`config.mk`:
```
export PLATFORM = sky130hd
export DESIGN_NAME = filter_window_ctrl_flat
export DESIGN_NICKNAME = d
export VERILOG_FILES = /design/src/rtl/filter_window_ctrl_if.sv /design/src/rtl/filter_window_ctrl.sv /design/src/flat_wrapper.sv
export SDC_FILE = /design/constraint.sdc
export NUM_CORES = 1
export LEC_CHECK = 0
export ABC_AREA = 1
export BUFFER_PORTS_ARGS = -buffer_cell sky130_fd_sc_hd__clkbuf_2
export CAP_MARGIN = 10
export CORE_UTILIZATION = 43
export DETAILED_ROUTE_END_ITERATION = 16
export PLACE_DENSITY = 0.72
export REMOVE_ABC_BUFFERS = 1
export SLEW_MARGIN = 15
export SYNTH_ARGS = -nofsm -noshare
export SYNTH_HDL_FRONTEND = slang
export SYNTH_SLANG_ARGS = --single-unit
```
`constraint.sdc`:
```
create_clock -name clk -period 3.9 [get_ports clk]
set_clock_uncertainty 0.15 [all_clocks]
set_input_delay 0.39 -clock clk [delete_from_list [all_inputs] [get_ports clk]]
set_output_delay 0.39 -clock clk [all_outputs]
set_load 0.005 [all_outputs]
```
`src/rtl/filter_window_ctrl_if.sv`:
```
// Pixel-word input stream and window output stream of filter_window_ctrl.
// master = the window controller, slave = the surrounding upstream/downstream logic.
interface filter_window_ctrl_if;
   logic [127:0] in_vec;
   logic         in_valid;
   logic         in_ready;
   logic [127:0] dp_vec;
   logic [1:0]   dp_offset;
   logic         win_valid;
   logic         win_ready;
   logic         win_last_col;
   logic         win_last_line;

   modport master (
      input  in_vec, in_valid, win_ready,
      output in_ready, dp_vec, dp_offset, win_valid, win_last_col, win_last_line
   );

   modport slave (
      output in_vec, in_valid, win_ready,
      input  in_ready, dp_vec, dp_offset, win_valid, win_last_col, win_last_line
   );
endinterface

```
`src/rtl/filter_window_ctrl.sv`:
```
// Sequences 3-pixel filter_datapath windows over a raster frame built from 4-pixel input words.
// First window valid 4 cycles after word 0 is accepted, then 1/cycle; win_ready low freezes the window, in_ready drops while the hold word is full.
module filter_window_ctrl #(
   parameter int LINE_PIX = 64,
   parameter int LINES    = 48
) (
   input  logic                  clk,
   input  logic                  rst_n,
   input  logic                  start,
   output logic                  busy,
   output logic                  frame_done,
   filter_window_ctrl_if.master  bus
);
   localparam int TOTAL = LINE_PIX * LINES;
   localparam int CW    = $clog2(TOTAL + 8);
   localparam int KW    = $clog2(LINE_PIX);
   localparam int LW    = (LINES > 1) ? $clog2(LINES) : 1;

   typedef enum logic [1:0] {IDLE, RUN, DONE} state_t;
   state_t state, state_nxt;

   logic [3:0][31:0] slot;
   logic [3:0][31:0] nxt;
   logic             nxt_v;
   logic [CW-1:0]    w;
   logic [CW-1:0]    g;
   logic [KW-1:0]    k;
   logic [LW-1:0]    line;

   logic run, pix_wr, slot3_wr, word_acc, win_vld, win_acc, skip, g_adv, k_wrap, last_win;

   assign run      = (state == RUN);
   // w < g+4 keeps every slot of the current window intact while writes run ahead
   assign pix_wr   = run && nxt_v && (w < g + CW'(4)) && (w < CW'(TOTAL));
   assign slot3_wr = pix_wr && (w[1:0] == 2'd3);
   assign word_acc = bus.in_valid && bus.in_ready;
   assign win_vld  = run && (k <= KW'(LINE_PIX - 3)) && (w >= g + CW'(3));
   assign win_acc  = win_vld && bus.win_ready;
   assign skip     = run && (k > KW'(LINE_PIX - 3));
   assign g_adv    = win_acc || skip;
   assign k_wrap   = (k == KW'(LINE_PIX - 1));
   assign last_win = (line == LW'(LINES - 1)) && (k == KW'(LINE_PIX - 3));

   assign bus.in_ready      = run && (!nxt_v || slot3_wr);
   assign bus.win_valid     = win_vld;
   assign bus.win_last_col  = win_vld && (k == KW'(LINE_PIX - 3));
   assign bus.win_last_line = win_vld && (line == LW'(LINES - 1));
   assign bus.dp_vec        = slot;
   assign bus.dp_offset     = k[1:0];

   always_ff @(posedge clk or negedge rst_n) begin
      if (!rst_n) state <= IDLE;
      else        state <= state_nxt;
   end

   always_comb begin
      state_nxt  = state;
      busy       = 1'b0;
      frame_done = 1'b0;
      case (state)
         IDLE: if (start) state_nxt = RUN;
         RUN: begin
            busy = 1'b1;
            if (win_acc && last_win) state_nxt = DONE;
         end
         DONE: begin
            frame_done = 1'b1;
            state_nxt  = IDLE;
         end
         default: state_nxt = IDLE;
      endcase
   end

   always_ff @(posedge clk or negedge rst_n) begin
      if (!rst_n) begin
         w     <= '0;
         g     <= '0;
         k     <= '0;
         line  <= '0;
         nxt   <= '0;
         nxt_v <= 1'b0;
         slot  <= '0;
      end else if (state == IDLE) begin
         if (start) begin
            w     <= '0;
            g     <= '0;
            k     <= '0;
            line  <= '0;
            nxt_v <= 1'b0;
         end
      end else begin
         if (word_acc) begin
            nxt   <= bus.in_vec;
            nxt_v <= 1'b1;
         end else if (slot3_wr) begin
            nxt_v <= 1'b0;
         end
         if (pix_wr) begin
            slot[w[1:0]] <= nxt[w[1:0]];
            w            <= w + CW'(1);
         end
         // the two line-end positions are stepped through without emitting
         if (g_adv) begin
            g <= g + CW'(1);
            if (k_wrap) begin
               k    <= '0;
               line <= line + LW'(1);
            end else begin
               k <= k + KW'(1);
            end
         end
      end
   end
endmodule
```
`src/flat_wrapper.sv`:
```
// flat-port wrapper written by rule: the top's interface ports become plain ports
module filter_window_ctrl_flat 
#(
   parameter int LINE_PIX = 64,
   parameter int LINES    = 48
)
  (clk, rst_n, start, busy, frame_done, bus_in_vec, bus_in_valid, bus_win_ready, bus_in_ready, bus_dp_vec, bus_dp_offset, bus_win_valid, bus_win_last_col, bus_win_last_line);
  filter_window_ctrl_if bus_i ();
  input  logic clk;
  input  logic rst_n;
  input  logic start;
  output logic busy;
  output logic frame_done;
  input wire logic [$bits(bus_i.in_vec)-1:0] bus_in_vec;
  input wire logic [$bits(bus_i.in_valid)-1:0] bus_in_valid;
  input wire logic [$bits(bus_i.win_ready)-1:0] bus_win_ready;
  output wire logic [$bits(bus_i.in_ready)-1:0] bus_in_ready;
  output wire logic [$bits(bus_i.dp_vec)-1:0] bus_dp_vec;
  output wire logic [$bits(bus_i.dp_offset)-1:0] bus_dp_offset;
  output wire logic [$bits(bus_i.win_valid)-1:0] bus_win_valid;
  output wire logic [$bits(bus_i.win_last_col)-1:0] bus_win_last_col;
  output wire logic [$bits(bus_i.win_last_line)-1:0] bus_win_last_line;
  assign bus_i.in_vec = bus_in_vec;
  assign bus_i.in_valid = bus_in_valid;
  assign bus_i.win_ready = bus_win_ready;
  assign bus_in_ready = bus_i.in_ready;
  assign bus_dp_vec = bus_i.dp_vec;
  assign bus_dp_offset = bus_i.dp_offset;
  assign bus_win_valid = bus_i.win_valid;
  assign bus_win_last_col = bus_i.win_last_col;
  assign bus_win_last_line = bus_i.win_last_line;
  filter_window_ctrl #(.LINE_PIX(LINE_PIX), .LINES(LINES)) u_core (.clk(clk), .rst_n(rst_n), .start(start), .busy(busy), .frame_done(frame_done), .bus(bus_i));
endmodule
```
# After elaboration in Yosys (flattened, before gate mapping)
# Cells that the tools add are included.
[totals]
ff_bits = 295
input_bits = 133
output_inout_bits = 136
wordCells = 92
[classes]
n_addsub = 6
magnitude_cmp = 7
eq_ne = 8
n_mux = 26
bitwise = 1
reduce_logical = 30
[op_table]
columns = ["cell", "count"]
rows = [
  ["128-bit bitwise mux", 1],
  ["32-bit binary-select mux with 2-bit select", 1],
  ["32-bit demux with 2-bit select", 1],
  ["32-bit two-way mux", 2],
  ["12-bit two-way mux", 5],
  ["6-bit two-way mux", 7],
  ["12-bit by 1-bit adder with 12-bit output (second input constant)", 2],
  ["6-bit == test (second input constant)", 3],
  ["1-bit logical AND", 15],
  ["12-bit by 2-bit adder with 12-bit output (second input constant)", 1],
  ["12-bit by 3-bit adder with 12-bit output (second input constant)", 1],
  ["6-bit by 1-bit adder with 6-bit output (second input constant)", 2],
  ["12-bit greater-or-equal comparator", 1],
  ["12-bit < comparator", 1],
  ["12-bit < comparator (second input constant)", 1],
  ["2-bit AND reduction", 6],
  ["6-bit > comparator (second input constant)", 1],
  ["6-bit less-or-equal comparator (second input constant)", 1],
  ["1-bit two-way mux", 6],
  ["2-bit nonzero test", 3],
  ["2-bit == test (second input constant)", 2],
  ["2-bit two-way mux", 2],
  ["2-bit inequality test (second input constant)", 2],
  ["2-bit case mux with 2 select lines", 1],
  ["other kinds (9)", 10],
]

# Logic depth before layout (Yosys ltp)
# Gate-level depths: netlist of the first run.
[depth]
ltp_word = 10
mapped_depth = 19
ltp_nobuf = 19

# Worst setup path after synthesis of the first run
# OpenSTA, ideal clock, no wires.
[synth_timing]
path_type = "reg-to-output"
start = "reg u_core.g[2]"
end = "out bus_win_last_line"
t_arrival_ns = 2.546
required_ns = 3.360
setup_slack_ns = 0.814
path_stages_with_launch = 18
path_buffers = 0
cell_sequence = "dfrtp_1 > ha_1 > nand3_1 > nor4_1 > nand2_1 > xor2_1 > inv_1 > ha_1 > nand2_1 > nor2_1 > nand2_1 > nor2_1 > nand2_1 > nand2_1 > nand2_1 > nor2_1 > nand2_1 > inv_1"
[synth_via]
elab_chain_cells = 4
[synth_lines]
columns = ["item", "line", "source"]
rows = [
  ["start, declared", "filter_window_ctrl.sv:26", "logic [CW-1:0] g;"],
  ["start signal, assigned", "filter_window_ctrl.sv:104", "g <= g + CW'(1);"],
  ["12-bit by 2-bit adder with 12-bit output", "filter_window_ctrl.sv:37", "assign win_vld = run && (k <= KW'(LINE_PIX - 3)) && (w >= g + CW'(3));"],
  ["12-bit greater-or-equal comparator", "filter_window_ctrl.sv:37", ""],
  ["1-bit logical AND", "filter_window_ctrl.sv:37", ""],
  ["named net bus_win_valid", "flat_wrapper.sv:20", "output wire logic [$bits(bus_i.win_valid)-1:0] bus_win_valid;"],
  ["1-bit logical AND", "filter_window_ctrl.sv:47", "assign bus.win_last_line = win_vld && (line == LW'(LINES - 1));"],
  ["end, declared", "flat_wrapper.sv:22", "output wire logic [$bits(bus_i.win_last_line)-1:0] bus_win_last_line;"],
]
# The timed path passes the listed nets, and every way through them passes these cells.

# Worst setup path after layout of the first run
[layout_timing]
start = "reg u_core.g[5]"
end = "out bus_in_ready"
[layout_via]
elab_chain_cells = 7
[layout_lines]
columns = ["item", "line", "source"]
rows = [
  ["12-bit by 3-bit adder with 12-bit output", "filter_window_ctrl.sv:34", "assign pix_wr = run && nxt_v && (w < g + CW'(4)) && (w < CW'(TOTAL));"],
  ["12-bit < comparator", "filter_window_ctrl.sv:34", ""],
  ["1-bit logical AND (2 in series)", "filter_window_ctrl.sv:34", ""],
  ["1-bit logical AND", "filter_window_ctrl.sv:35", "assign slot3_wr = pix_wr && (w[1:0] == 2'd3);"],
  ["1-bit logical OR", "filter_window_ctrl.sv:44", "assign bus.in_ready = run && (!nxt_v || slot3_wr);"],
  ["1-bit logical AND", "filter_window_ctrl.sv:44", ""],
  ["end, declared", "flat_wrapper.sv:17", "output wire logic [$bits(bus_i.in_ready)-1:0] bus_in_ready;"],
]
# Every way passes these cells.

==> results of run 1 <==
[registers in the layout, indices dropped and copies added, names as in the netlist]
register and flops:
u_core.nxt 128, u_core.nxt_v 1, u_core.bus.dp_vec 128, u_core.line 6
u_core.w 12, u_core.k 6, u_core.g 12, u_core.state 2
[how the worst max path moves through the flow]
stage | slack, ps | end | from | depth (start not counted)
6_report | 240 | bus_in_ready | u_core.g[5]$_DFFE_PN0P_ | 10
5_1_grt | -20 | bus_in_ready | u_core.g[5]$_DFFE_PN0P_ | 10
4_1_cts | 40 | bus_in_ready | u_core.g[2]$_DFFE_PN0P_ | 14
3_5_place_dp | 480 | bus_win_last_line | u_core.g[2]$_DFFE_PN0P_ | 19
3_3_place_gp | 550 | bus_in_ready | u_core.g[2]$_DFFE_PN0P_ | 14
2_1_floorplan | -4920 | u_core.nxt[0]$_DFFE_PN0P_ | u_core.w[0]$_DFFE_PN0P_ | 11
[logic make-up (layout without fill, tap and decap cells)]
group                    after synthesis  after routing  synth area share
AND/OR/NAND/NOR                      975            975             0.290
flip-flops                           295            295             0.520
AO/OA/AOI/OAI                        231            231            0.0847
buffers and inverters                186            553            0.0541
adder cells (fa/ha/maj)               35             35            0.0308
XOR/XNOR                              34             34            0.0210
other                                  0              4                 0
[synth_stat cells, types with 10 or more instances]
library cell / n / area share
dfrtp_1: 295 / 0.52
nor3_1: 11 / 0.0039
nand3_1: 31 / 0.011
o22ai_1: 32 / 0.014
inv_1: 61 / 0.016
buf_2: 44 / 0.016
nor2_1: 110 / 0.029
o21ai_0: 185 / 0.065
xor2_1: 31 / 0.019
clkbuf_1: 73 / 0.019
a21oi_1: 10 / 0.0035
ha_1: 35 / 0.031
nand2_1: 674 / 0.18
nand4_1: 137 / 0.060
[through the flow]
stage / util / hold WS (ps)
3_5_place_dp: 0.491 / 303
5_1_grt: 0.569 / 4.44
4_1_cts: 0.566 / 0.169
3_3_place_gp: 0.491 / 298
2_1_floorplan: - / -55.6
6_report: 0.569 / 8.72
[layout make-up]
| type | count | area share |
|---|---|---|
| Sequential cell | 295 | 0.399 |
| Multi-Input combinational cell | 1275 | 0.333 |
| Timing Repair Buffer | 428 | 0.159 |
| Clock buffer | 53 | 0.0574 |
| Tap cell | 442 | 0.0299 |
| Inverter | 63 | 0.0128 |
| Clock inverter | 9 | 0.00926 |
| Antenna cell | 4 | 0.000541 |
[tightest hold or removal path, stage by stage]
cell      delay (ps)
clkbuf_2         100
nand4_1           80
nand2_1           60
[placed cells by master, fill, tap and decap left out, drive strengths merged]
cell,count
nor3b,1
a21boi,1
nor3,11
or2,1
buf,40
diode,4
o21bai,1
clkbuf,319
nand4,138
o21ai,186
o22ai,32
nand3,31
ha,35
inv,63
bufinv,4
nor2,115
dfrtp,295
clkinv,5
a21oi,10
nor4,4
a21o,1
xor2,31
xnor2,3
dlygate4sd3,122
nand2,674
[power groups by stage]
| stage | sequential [W] | clock [W] | combinational, W |
|---|---|---|---|
| 2_1_floorplan | 0.00508 | 0 | 0.00342 |
| 3_3_place_gp | 0.00515 | 0 | 0.00594 |
| 3_5_place_dp | 0.00518 | 0 | 0.00612 |
| 4_1_cts | 0.00516 | 0.00348 | 0.00624 |
| 5_1_grt | 0.00532 | 0.00362 | 0.00707 |
| 6_report | 0.00518 | 0.00346 | 0.00632 |
[repair_timing]
item	CTS	global route
endpoints found under the hold margin	234	1
gates resized for setup	2	14
setup endpoints to repair	2	4
buffers inserted	0	3
pin swaps	0	1
hold buffers	121	1
[metal layers]
metal / vias up / routed length [microns] / track usage
li1: 6457 / - / -
met4: 0 / 2220 / 0.136
met3: 134 / 3450 / 0.0529
met5: - / 0 / 0
met2: 577 / 21700 / 0.444
met1: 6668 / 18700 / 0.351
==> impl_results.md, run 1 <==
- Starting Density: 0.437
- Hold endpoint: u_core.nxt[16]$_DFFE_PN0P_
- Pre-Repair DR Iteration Count: 5
- #FFs+latches synth: 295
- Dpl cell area: 16000 sq um
- Distinct cells, synth: 28
- Site Rows: 66
- Design Area, Final: 18500 sq um
- Clk Latency, worst-skew pair: 520 ps
- Via density: 5.39
- CP top delay family: compound AO/OA/AOI/OAI gates
- Design Power: 0.0150 W
- Initial antenna violation count: 3
- Nets: 2265
- EDFF count, synth: 0
- Primary FF master, synth: dfrtp_1
- Combinational power share: 0.423
- Placed Instances: 2378
- CTS root buffer: clkbuf_16
- Final worst setup slack: 238 ps
- Crit Reg-Reg Endpoint: u_core.w[10]$_DFFE_PN0P_
- Async set-reset flop share out of synthesis: 1.00
- Crit-path slowest cell: dfrtp_1
- Multi-input gate area: 6160 sq um
- Switching share of power: 0.430
- Largest net degree at the start of global routing: 129
- DRT iter0 DRCs: 1176
- Leak Pwr: 9.62 nW
- Depth of the CTS H-tree: 2
- DR WL/cell: 17.9 microns
- Crit path time final: 3660 ps
- CTS tree: done
- Synthesized instance count: 1756
- Sequential-to-total area share from yosys stat: 0.520
- Internal power: 0.00853 W
- Worst hold path class: primary input to flip-flop
- # DRC: 0
- Worst setup EP type: output port
- Peak Freq: 0.273 GHz
- First-pass GRT wire length: 73.2 mm
- Final setup viols: 0
- IO Pins: 269
- Layout area overhead: 30.4%
- Reg2Reg Setup Slack: 510 ps
- Critical path arrival: 3120 ps
- Worst path max stage delay: 420 ps
- Core area: 32500 sq um
- Reg2Reg Depth: 12
- PortBufs: 268
- CTS Buf Count: 34
- Clock Path Buffers: 3
- Critical Path, Cell by Cell: inv_1 > nor3_1 > nand2_1 > xor2_1 > ha_1 > a21o_1 > o21ai_1 > nand4_4 > a21oi_4 > clkbuf_2
- Die area: 33800 sq um
- GPL Wtd Cong: 0.963
- Peak VDD IR: 0.000587 V
- Crit path max fanout: 6
- Avg Inst Size Synth: 8.09 sq um
- Kind of critical path: flip-flop to output port
- Pwr per Cell Area: 808 nW/um^2
- Chip width: 184 microns
- Setup crit start kind: flip-flop
- Worst slew pin tran: 941 ps
- Flip-flop and latch area: 7390 sq um
- Outcome: completed
- Clock share of power: 0.231
- CP bufs+invs: 2
- Sequential power share: 0.346
- Critical Path RT: 3360 ps
- Final slew viol count: 0
- P_sw: 0.00644 W
- Share of layout cells above drive strength 1: 0.183
- Clk pin slew, worst setup/hold paths: 60 ps
- Via count: 13800
- Ratio of final minimum period to clock period: 0.939
- Max-cap violations: 0
- Hold_sp: bus_in_vec[16]
- Final ANT Viol Nets: 0
- Layout fillers: 2889
- Non-Filler Instances: 2569
- WHS Path Cells: 3
- Die H: 184 microns
- GRT Total Usage: 0.274
- GRT overflow: 0
- Reg2reg start: u_core.g[5]$_DFFE_PN0P_
- Synthesized area: 14200 sq um
- DPL Wire Length: 29.3 mm
- Final Hold Violating Endpoints: 0
- Ys Warns: 0
- Vias in the first global route: 13900
- # clock sinks: 295
- Dpl ws: 475 ps
- Final wirelength: 46.0 mm
- Setup TNS: 0 ps
- Slew headroom: 0.373
No activity file was read; power rests on OpenSTA's default activity.
==> inputs of run 2 (changes only) <==
--- a/config.mk
+++ b/config.mk
@@ -8,9 +8,9 @@
 export ABC_AREA = 1
 export BUFFER_PORTS_ARGS = -buffer_cell sky130_fd_sc_hd__clkbuf_2
 export CAP_MARGIN = 10
-export CORE_UTILIZATION = 43
+export CORE_UTILIZATION = 40
 export DETAILED_ROUTE_END_ITERATION = 16
-export PLACE_DENSITY = 0.72
+export PLACE_DENSITY = 0.69
 export REMOVE_ABC_BUFFERS = 1
 export SLEW_MARGIN = 15
 export SYNTH_ARGS = -nofsm -noshare
==> run 2 against run 1 <==
Critical path depth is 9 higher. Worst hold slack improved by 8.0 ps. Count of clock-buffer cells in the layout is the same. Fmax decreased by 0.44%. Via count is 1.2% lower. Setup slack worse by 16 ps. Largest cell class unchanged.
==> impl_results.md, run 2 (synthesis gave the netlist of run 1 again) <==
- Clock Path Buffers: 3
- Die area: 36300 sq um
- Worst setup path startpoint: u_core.g[2]$_DFFE_PN0P_
- Final setup viols: 0
- Final Hold Violating Endpoints: 0
- DR WL/cell: 18.0 microns
- PortBufs: 268
- Worst hold path class: primary input to flip-flop
- Combinational power share: 0.431
- CTS root buffer: clkbuf_16
- Max-cap violations: 0
- Critical path arrival: 3140 ps
- Ratio of final minimum period to clock period: 0.943
- Slew headroom: 0.280
- Largest net degree at the start of global routing: 129
- Worst slew pin tran: 1080 ps
- First-pass GRT wire length: 73.0 mm
- Nets: 2268
- Pwr per Cell Area: 796 nW/um^2
- Clk Latency, worst-skew pair: 510 ps
- Site Rows: 68
- Share of layout cells above drive strength 1: 0.181
- Reg2Reg Depth: 13
- Internal power: 0.00831 W
- Non-Filler Instances: 2582
- Outcome: completed
- DPL Wire Length: 29.5 mm
- Worst path max stage delay: 420 ps
- Via density: 5.30
- WHS: 16.7 ps
- Clock share of power: 0.218
- Chip width: 190 microns
- Die H: 190 microns
- Crit path max fanout: 5
- Leak Pwr: 9.58 nW
- # DRC: 0
- Kind of critical path: flip-flop to output port
- Clk pin slew, worst setup/hold paths: 60 ps
- Final slew viol count: 0
- Sequential power share: 0.351
- Pre-Repair DR Iteration Count: 5
- Commonest non-fill, non-tap cell in the layout: nand2_1
- # clock sinks: 295
- Depth of the CTS H-tree: 2
- Layout area overhead: 29.8%
- Placed Instances: 2394
- GPL Wtd Cong: 0.879
- Most frequent cells in the layout: nand2_1 (673), dfrtp_1 (290), clkbuf_2 (266)
- CTS tree: done
- Reg2reg start: u_core.g[3]$_DFFE_PN0P_
- Crit-path slowest cell: dfrtp_2
- Starting Density: 0.409
- Switching share of power: 0.434
- Vias in the first global route: 13600
- Peak Freq: 0.272 GHz
- Via count: 13700
- GRT Total Usage: 0.254
- Initial antenna violation count: 4
- Final ANT Viol Nets: 0
- Crit path time final: 3680 ps
- IO Pins: 269
- Core area: 34700 sq um
- Final wirelength: 46.4 mm
- Peak VDD IR: 0.000489 V
- P_sw: 0.00637 W
- Critical Path, Cell by Cell: ha_4 > nand3_2 > nor4_2 > buf_4 > nand2_1 > xor2_1 > inv_1 > ha_1 > nand2_1 > nor2_2 > nand2_1 > nor2_2 > nand2_1 > nand2_1 > nand2_1 > nor2_2 > nand2_1 > inv_1 > clkbuf_2
- Critical Path RT: 3360 ps
- WHS Path Cells: 3
- GRT overflow: 0
- Hold_sp: bus_in_vec[37]
- CTS Buf Count: 34
- Setup crit start kind: flip-flop
- Cell mode on critical path: nand2_1
- Worst setup EP type: output port
- DRT iter0 DRCs: 1108
[run 2: changes by cell type in the layout (fill, tap and decap cells not counted), sizes merged]
| cell | before | now |
|---|---|---|
| bufinv | 4 | 1 |
| inv | 63 | 65 |
| clkinv | 5 | 3 |
| buf | 40 | 43 |
[run 2: final timing paths]
path / end / slack (ps)
max reg2reg: u_core.bus.dp_vec[20]$_DFFE_PN0P_ / 460
max: bus_win_last_line / 220
min: u_core.nxt[37]$_DFFE_PN0P_ / 20
min in group asynchronous: u_core.nxt[98]$_DFFE_PN0P_ / 370
max in group asynchronous: u_core.g[2]$_DFFE_PN0P_ / 2130
min reg2reg: u_core.nxt[57]$_DFFE_PN0P_ / 310
[run 2: timing repair]
| action | in CTS | in global routing |
|---|---|---|
| setup endpoints to repair | 1 | 4 |
| hold buffers | 122 | 0 |
| setup buffers | 0 | 3 |
| resized for setup | 1 | 11 |
| pin swaps | 0 | 3 |
| hold endpoints to repair | 230 | 0 |
[run 2: power groups by stage]
stage	Clock (W)	Sequential, W	Combinational, W
finish	0.00320	0.00515	0.00633
global placement	0	0.00513	0.00599
CTS	0.00325	0.00514	0.00626
global route	0.00337	0.00529	0.00707
floorplan	0	0.00508	0.00342
detailed placement	0	0.00516	0.00615
[run 2: metal layers]
layer  wire length [microns]  vias up  track usage
met3                    2910       97       0.0453
met5                       0        -            0
met4                    1300        0       0.0865
li1                        -     6455            -
met1                   19700     6645        0.336
met2                   22500      475        0.419
[run 2: critical path, delay by kind of cell, from the launching register on]
kind	cells	cell delay (ps)
buffers and inverters	4	400
xor gates and xnor gates	1	130
adders and majority gates	2	440
and+or+nand+nor	12	1250
DFF	1	420
[run 2: layout make-up]
cell class              instances  area [sq um]
diodes                          4          10.0
clock buffers                  53          1030
clock inverters                 6          73.8
fillers                      3209         16300
inverters                      63           236
multi-input cells            1275          6140
flip-flops and latches        295          7390
well taps                     455           569
repair buffers                431          2980
[run 2: stage by stage]
step	power, W	setup slack (ps)	area, sq um	setup TNS (ps)	utilization
after floorplan	0.00849	-4920	13700	-822750	-
after global placement	0.0111	484	16000	0	0.462
after global routing	0.0157	-6.66	18400	-10.9	0.531
final	0.0147	222	18400	0	0.531
after detailed placement	0.0113	409	16000	0	0.462
after CTS	0.0146	26.3	18400	0	0.529
